$ cat config.mk
export PLATFORM = sky130hd
export DESIGN_NAME = wave_display_mc
export DESIGN_NICKNAME = d
export VERILOG_FILES = /design/src/rtl/wave_display_mc.sv
export SDC_FILE = /design/constraint.sdc
export NUM_CORES = 1
export LEC_CHECK = 0
export CAP_MARGIN = 20
export CORE_ASPECT_RATIO = 1.2
export CORE_MARGIN = 2
export CORE_UTILIZATION = 53
export DETAILED_ROUTE_END_ITERATION = 12
export GPL_TIMING_DRIVEN = 1
export PLACE_DENSITY = 0.77
export SETUP_SLACK_MARGIN = 0.15
export SYNTH_ARGS = -nofsm -noshare
export SYNTH_HDL_FRONTEND = slang
export SYNTH_SLANG_ARGS = --single-unit
$ cat constraint.sdc
create_clock -name clk -period 5.8 [get_ports clk]
set_input_delay 1.45 -clock clk [delete_from_list [all_inputs] [get_ports clk]]
set_output_delay 1.45 -clock clk [all_outputs]
set_load 0.1 [all_outputs]
$ cat src/rtl/wave_display_mc.sv
// wave_display_mc: multi-channel oscilloscope trace renderer over a double-buffered sample RAM.
// Two-cycle pixel pipeline: address decode, then per-channel segment hit test and colour select.

module wave_display_lane #(
    parameter int SAMPLE_W = 8
) (
    input  logic                clk,
    input  logic                reset,
    input  logic                en,
    input  logic                in_area,
    input  logic                first,
    input  logic                new_s,
    input  logic [SAMPLE_W-1:0] trans_y,
    input  logic [SAMPLE_W-1:0] cur,
    output logic                hit
);
    logic [SAMPLE_W-1:0] last_q, prev_q, prev, lo, hi;

    // Both columns of a sample must see the preceding sample, so the value read on the
    // last cycle is promoted to prev only when the sample index advances.
    always_comb begin
        if (first)      prev = cur;
        else if (new_s) prev = last_q;
        else            prev = prev_q;
        lo  = (prev < cur) ? prev : cur;
        hi  = (prev < cur) ? cur : prev;
        hit = en && in_area && (trans_y >= lo) && (trans_y <= hi);
    end

    always_ff @(posedge clk or negedge reset) begin
        if (!reset) begin
            last_q <= '0;
            prev_q <= '0;
        end else if (in_area) begin
            last_q <= cur;
            if (new_s) prev_q <= prev;
        end
    end
endmodule

module wave_display_mc #(
    parameter int                   NUM_CH     = 2,
    parameter int                   SAMPLE_W   = 8,
    parameter int                   ADDR_W     = 8,
    parameter logic [10:0]          X_BASE     = 11'd256,
    parameter logic [NUM_CH*24-1:0] CH_COLOR   = {24'hFFFF00, 24'h00FF00},
    parameter logic [23:0]          GRID_COLOR = 24'h404040
) (
    input  logic                         clk,
    input  logic                         reset,
    input  logic                         valid,
    input  logic [10:0]                  x,
    input  logic [9:0]                   y,
    input  logic                         read_index,
    input  logic                         freeze,
    input  logic [NUM_CH-1:0]            ch_en,
    input  logic [NUM_CH*SAMPLE_W-1:0]   read_value,
    output logic [NUM_CH*(ADDR_W+1)-1:0] read_address,
    output logic                         valid_pixel,
    output logic [7:0]                   r,
    output logic [7:0]                   g,
    output logic [7:0]                   b,
    output logic                         frame_index
);
    localparam int                  STAGES = 1;
    localparam int                  AW1    = ADDR_W + 1;
    localparam logic [11:0]         AREA_W = 12'(2 ** AW1);
    localparam logic [SAMPLE_W-1:0] GRID_Y = {1'b1, {(SAMPLE_W-1){1'b0}}};

    typedef struct packed {
        logic [7:0]        yl;
        logic              y9;
        logic              in_area;
        logic [ADDR_W-1:0] s;
        logic              first;
    } st1_t;

    logic [STAGES:0]     vld_pipe;
    st1_t                st1;
    logic [ADDR_W-1:0]   s_last;
    logic [NUM_CH-1:0]   ch_en_q;
    logic [NUM_CH-1:0]   hit;
    logic [10:0]         dx;
    logic                in_area0;
    logic [ADDR_W-1:0]   s0;
    logic [SAMPLE_W-1:0] trans_y;
    logic                new_s;
    logic                lit;
    logic [23:0]         color;

    // The area test runs on the full 11-bit difference before the index is truncated.
    always_comb begin
        dx       = x - X_BASE;
        in_area0 = (x >= X_BASE) && ({1'b0, dx} < AREA_W) && !y[9];
        s0       = dx[ADDR_W:1];
        for (int c = 0; c < NUM_CH; c++)
            read_address[c*AW1 +: AW1] = in_area0 ? {frame_index, s0} : '0;
    end

    always_ff @(posedge clk or negedge reset) begin
        if (!reset) begin
            frame_index <= 1'b0;
            ch_en_q     <= '0;
        end else if (valid && x == '0 && y == '0 && !freeze) begin
            frame_index <= read_index;
            ch_en_q     <= ch_en;
        end
    end

    assign vld_pipe[0] = valid;

    always_ff @(posedge clk or negedge reset) begin
        if (!reset) begin
            vld_pipe[STAGES:1] <= '0;
            st1                <= '0;
            s_last             <= '0;
        end else begin
            vld_pipe[STAGES:1] <= vld_pipe[STAGES-1:0];
            st1                <= '{yl: y[8:1], y9: y[9], in_area: in_area0, s: s0, first: (s0 == '0)};
            s_last             <= st1.s;
        end
    end

    assign trans_y = SAMPLE_W'(st1.yl);
    assign new_s   = st1.in_area && (st1.s != s_last);

    for (genvar c = 0; c < NUM_CH; c++) begin : g_lane
        wave_display_lane #(.SAMPLE_W(SAMPLE_W)) u_lane (
            .clk     (clk),
            .reset   (reset),
            .en      (ch_en_q[c]),
            .in_area (st1.in_area),
            .first   (st1.first),
            .new_s   (new_s),
            .trans_y (trans_y),
            .cur     (read_value[c*SAMPLE_W +: SAMPLE_W]),
            .hit     (hit[c])
        );
    end

    // Walk from the top channel down so the lowest-numbered hit wins.
    always_comb begin
        lit   = 1'b0;
        color = '0;
        for (int c = NUM_CH-1; c >= 0; c--) begin
            if (hit[c]) begin
                lit   = 1'b1;
                color = CH_COLOR[c*24 +: 24];
            end
        end
        if (!lit && st1.in_area && trans_y == GRID_Y) begin
            lit   = 1'b1;
            color = GRID_COLOR;
        end
        if (!vld_pipe[STAGES] || st1.y9) begin
            lit   = 1'b0;
            color = '0;
        end
    end

    always_ff @(posedge clk or negedge reset) begin
        if (!reset) begin
            valid_pixel <= 1'b0;
            {r, g, b}   <= '0;
        end else begin
            valid_pixel <= lit;
            {r, g, b}   <= color;
        end
    end
endmodule

* Word level (Yosys, flattened, before mapping) *
Cells that the tools add are included.
W data, S select, Z words.

operators by class
  add/sub/neg operators = 1
  magnitude comparators = 8
  mux-type cells = 17
  equal/unequal tests = 2
  reductions and logical operators = 23

operators by type and width
  kind                     count
  $mux W24                 4
  $mux W8                  8
  $ge A8 B8 Y1             2
  $le A8 B8 Y1             2
  $lt A8 B8 Y1             2
  $logic_and A1 B1 Y1      14
  $ge A11 B9 Y1 const B    1
  $logic_not A11 Y1        1
  $lt A11 B10 Y1 const B   1
  $sub A11 B9 Y11 const B  1
  $logic_not A10 Y1        1
  $mux W9                  1
  $eq A8 B8 Y1 const B     1
  $logic_not A8 Y1         1
  $ne A8 B8 Y1             1
  $logic_not A1 Y1         4
  $mux W1                  4
  $reduce_and A2 Y1        1
  $logic_or A1 B1 Y1       1

storage, ports and cells
  word-level logic and storage cells = 68
  output and inout port bits = 44
  bits in registers = 88

* Logic depth before layout (Yosys ltp) *
  depth after elaboration = 16
  depth in mapped cells = 20

* By module *
A second synthesis with hierarchy kept.

unflattened totals
  cells, all modules = 432
  area, all modules = 4,584.4 um2

by module, submodules not included
  module             cells an instance  instances  area an instance (um2)
  wave_display_lane  155                2          1,508.9
  wave_display_mc    122                1          1,566.5

* Least setup slack after synthesis *
OpenSTA, ideal clock, no wires.

  kind = input to output
  start point = input x[3]
  end point = output read_address[10]
  buffers on the path = 1
  path slack = 0.722 ns
  arrival = 3.628 ns
  stages on the path = 7
  cell sequence = nor4_1 > nand2_1 > nor3b_1 > o31ai_1 > a21oi_1 > and2_1 > buf_4

between the ends
  cells in the longest elaborated chain, start to end = 5
  elaborated cells on any way between the ends = 6

RTL lines
  item                                  RTL line  RTL
  start: declaration                    52        input logic [10:0] x,
  $sub A11 B9 Y11                       93        dx = x - X_BASE;
  $lt A11 B10 Y1                        94        in_area0 = (x >= X_BASE) && ({1'b0, dx} < AREA_W) && !y[9];
  $logic_and A1 B1 Y1 (*) (2 in a row)  94
  net in_area0                          84        logic in_area0;
  $mux W9 (*)                           n/a
  end: declaration                      58        output logic [NUM_CH*(ADDR_W+1)-1:0] read_address,

Mark *: on every way through the listed nets, which the timed path passes. The rest lies on a longest branch.

* Final worst setup path *
  start point = input read_value[5]
  end point = register valid_pixel

between the ends
  cells in the longest elaborated chain, start to end = 12
  elaborated cells on any way between the ends = 14

RTL lines
  item                              RTL line  RTL
  start: declaration                57        input logic [NUM_CH*SAMPLE_W-1:0] read_value,
  $mux W8 (*)                       22        if (first) prev = cur;
  net g_lane[0].u_lane.prev[5]      17        logic [SAMPLE_W-1:0] last_q, prev_q, prev, lo, hi;
  $lt A8 B8 Y1                      25, 26
  $mux W8                           25        lo = (prev < cur) ? prev : cur;
  $ge A8 B8 Y1                      27        hit = en && in_area && (trans_y >= lo) && (trans_y <= hi);
  $logic_and A1 B1 Y1               27
  $logic_and A1 B1 Y1 (*)           27
  $mux W1 (*)                       146       if (hit[c]) begin
  $logic_not A1 Y1                  151       if (!lit && st1.in_area && trans_y == GRID_Y) begin
  $logic_and A1 B1 Y1 (2 in a row)  151
  $mux W1 (*)                       151
  $mux W1 (*)                       155       if (!vld_pipe[STAGES] || st1.y9) begin
  net lit                           88        logic lit;
  end signal: assignment            166       valid_pixel <= lit;
  end: declaration                  59        output logic valid_pixel,

Marked as above.
A chain may end at the register's enable or synchronous reset.

==> impl_results.md <==
- Status: finished, final reports clean
- Post-synthesis sequential area ratio: between 30% and 40%
- Placed cell areas: between 5000 and 6000 µm²
- Slew Viols, Final: 0
- Post-CTS setup repair buffer count: 0
- Antenna-violating nets left: 0
- Synth top area share: between 30% and 40%
- Initial Utilization: between 50 and 60%
- Antenna violations before repair: 0
- Dpl cells: about 600
- Slew @ Worst Pin: between 0.9 and 1 ns
- Core ar.: between 8000 and 9000 µm²
- N_diodes: 0
- Final design utilization: between 60% and 70%
- Wire length per cell: 15.6 µm
- Yosys cell types: 40
- Sinks on Clock Net: 69
- Worst R2R Path Depth: 19
- Worst-Skew Late Latency: approximately 0.35 ns
- Compound-gate portion of the synthesized area: about 11%
- WP data required: 6.08 ns
- Tmin final: 5.27 ns
- Largest net degree at the start of global routing: 70
- Hold Buf Count CTS: 0
- Num ports: 88
- Post-synth EDFFs: 0
- Slowest stage cell on the critical path: clkdlybuf4s50_1
- Async S/R FF share, synth: 100%
- DIE AREA: just over 9000 µm²
- Cell area after layout: around 5700 µm²
- Num CTS Buffers: 9
- Top cells by area, synth: dfrtp_1 (38%), ha_1 (14%), mux2i_1 (10%), mux2_2 (8.2%), buf_4 (5.0%)
- Syn_area_per_cell: around 11 µm²
- Wirelength, routed: roughly 9500 µm
- GRT Overall Usage: between 20% and 30%
- CTS root buf: clkbuf_8
- Critical setup path kind: in2reg
- Fin. Hold Viols: 0
- Ys Warns: 0
- Dominant synthesized flop cell: dfrtp_1
- Setup violations, final: 0
- Resized Gates After CTS: 0
- Post-synthesis simple-gate area fraction: a little under a tenth
- Fraction of layout cells with a size suffix above 1: roughly 16%
- Cell taking the most area after synthesis: dfrtp_1
- Worst Hold Class: reg2reg
- Drt pass-1 iters: 4
- RSZ-0062 raised after global routing: no
- Vias: ~3300
- Via/cell ratio: 5.47
- Crit-path max cell delay: around 0.5 ns
- H-tree Lvls: 3
- Synth Area in Adders: a little over an eighth
- Leakage: about 2.6 nW
- VDD IR max: 0.000161 V
- Max-Cap Viols: 0
- Final GP Congestion: ~0.79
- Most frequent cells in the layout: dfrtp_1 (69), clkdlybuf4s50_1 (61), ha_1 (49)
- Slew HR: 34.1%
- Non-Filler Instances: 611
- Final WS setup: approximately 0.53 ns
- CP Cell Sequence: clkdlybuf4s50_1 > nand2_1 > o21ai_0 > ha_1 > a21oi_1 > o21ai_0 > nor2_1 > a31oi_4 > mux2i_1 > ha_1 > a21o_1 > a2bb2oi_1 > a211oi_1 > a2111oi_0 > o22a_1 > o31a_1
- Die Wd: 88.2 µm
- CTS tree: done
- Fmax: 0.190 GHz
- FF-to-FF End: valid_pixel
- Worst setup SP type: input pin
- Post-Syn Instances: around 420
- Post-synthesis xor/xnor area fraction: approximately 1.6%
- Hold EP: s_last[1]
- Nets: 585
- Largest family of logic cells by synthesized area: multiplexers
- Worst reg2reg startpoint: s_last[2]
- Commonest non-fill, non-tap cell in the layout: dfrtp_1
- CP endpoint kind: flop
- Chip height: ~110 µm
- Synthesized flop and latch total: a little under 70
- CTS Buffer Depth: 2
- R2r setup slk: 0.75 ns
- CTS clk-pin slew, worst paths: approximately 0.08 ns
- Worst hold path startpoint: st1[2]
- DR iter-0 viols: 108
- Multiplexer share of the synthesized area: between 10% and 20%
- First-pass GRT wire length: ~16000 µm
- Clk_skew: approximately 0.013 ns
- Worst hold stages: 0
- DRC viols: 0
- # rows: 36
- Setup TNS Final: 0 ns
- Tcrit/Tclk final: 90.9%
- Crit path max fanout: 10
- Pre-CTS setup slack: approximately 0.23 ns
- Layout area overhead: 26.0%
- Detail Placement HPWL: around 7500 µm
- # port buffers: 80
- Vias in the first global route: 3577
- PwrDens: 329 nW/µm²
- Arr. time, crit path: between 5 and 6 ns
- Global route overflow: 0
- Netlist Area Pre-Place: 4510 µm²
## per-layer routing
layer  wire length, µm  GRT usage [%]
met5                 0              0
met4               153           6.71
met3               368           4.50
met2              5050           39.3
met1              3950           26.7
## worst max-delay path, delay by kind of cell
family,cells,cell delay [ns]
buffers and inverters,1,0.50
adders and majority gates,2,0.66
AOI/OAI and AO/OA,10,2.38
muxes,1,0.31
and+or+nand+nor,2,0.26
## logic make-up after synthesis
group	Yosys count
and+or+nand+nor	85
muxes	79
AOI/OAI and AO/OA	73
DFF	69
buffers and inverters	59
adders and majority gates	49
xor gates and xnor gates	8
other	1
## per-stage QoR
| step | hold slack (ns) | total power, W |
|---|---|---|
| floorplan | 0.373 | 0.00124 |
| finish | 0.393 | 0.00187 |
| CTS | 0.398 | 0.00188 |
| detailed placement | 0.388 | 0.00145 |
| global placement | 0.380 | 0.00141 |
| global route | 0.403 | 0.00202 |
## synthesized netlist by cell type (2+ instances only)
library cell	number
o22a_1	2
nand4_1	9
clkbuf_1	4
inv_1	20
o21ai_1	11
o2111ai_1	2
o211a_1	3
buf_1	2
a211oi_1	6
dfrtp_1	69
a31oi_4	2
o211ai_1	2
ha_1	49
buf_4	30
nand2b_1	5
xnor2_1	8
buf_6	2
mux2i_1	46
nor3b_1	2
a21oi_1	20
mux2_2	33
a21o_1	4
nor4_1	5
nor2b_1	4
nand2_1	27
nor4b_1	2
nor2_1	17
and2_1	9
o21ai_0	14
o31a_1	2
nand3_1	2
nor3_1	2
## sequential cells by signal (all words and copies together) (netlist names)
name	count
g_lane.u_lane.last_q	16
g_lane.u_lane.prev_q	16
st1	11
s_last	8
trans_y	8
ch_en_q	2
g	2
r	2
b	1
frame_index	1
valid_pixel	1
vld_pipe	1
## area by class of cell
class / count / area, µm²
Clock inverter: 6 / 86.3
Inverter: 20 / 75.1
Clock buffer: 10 / 128
Timing Repair Buffer: 91 / 1070
Tap cell: 114 / 143
Sequential cell: 69 / 1730
Fill cell: 631 / 2510
Multi-Input combinational cell: 301 / 2460
## power by group
part           switching [W]  internal, W  total, W
logic               0.000445     0.000389  0.000834
clock network       0.000187     0.000242  0.000429
registers          0.0000457     0.000562  0.000608
total               0.000677      0.00119   0.00187
## worst max-delay path by stage
stage / start / endpoint / slack [ns] / cells past startpoint
floorplan: x[3] / read_address[10] / 0.72 / 7
global placement: read_value[5] / g[6] / 0.31 / 16
detailed placement: read_value[3] / valid_pixel / 0.23 / 16
CTS: read_value[3] / valid_pixel / 0.59 / 16
global route: read_value[3] / valid_pixel / 0.26 / 16
finish: read_value[5] / valid_pixel / 0.53 / 16
Note: power is estimated with default switching activity, not from simulation.
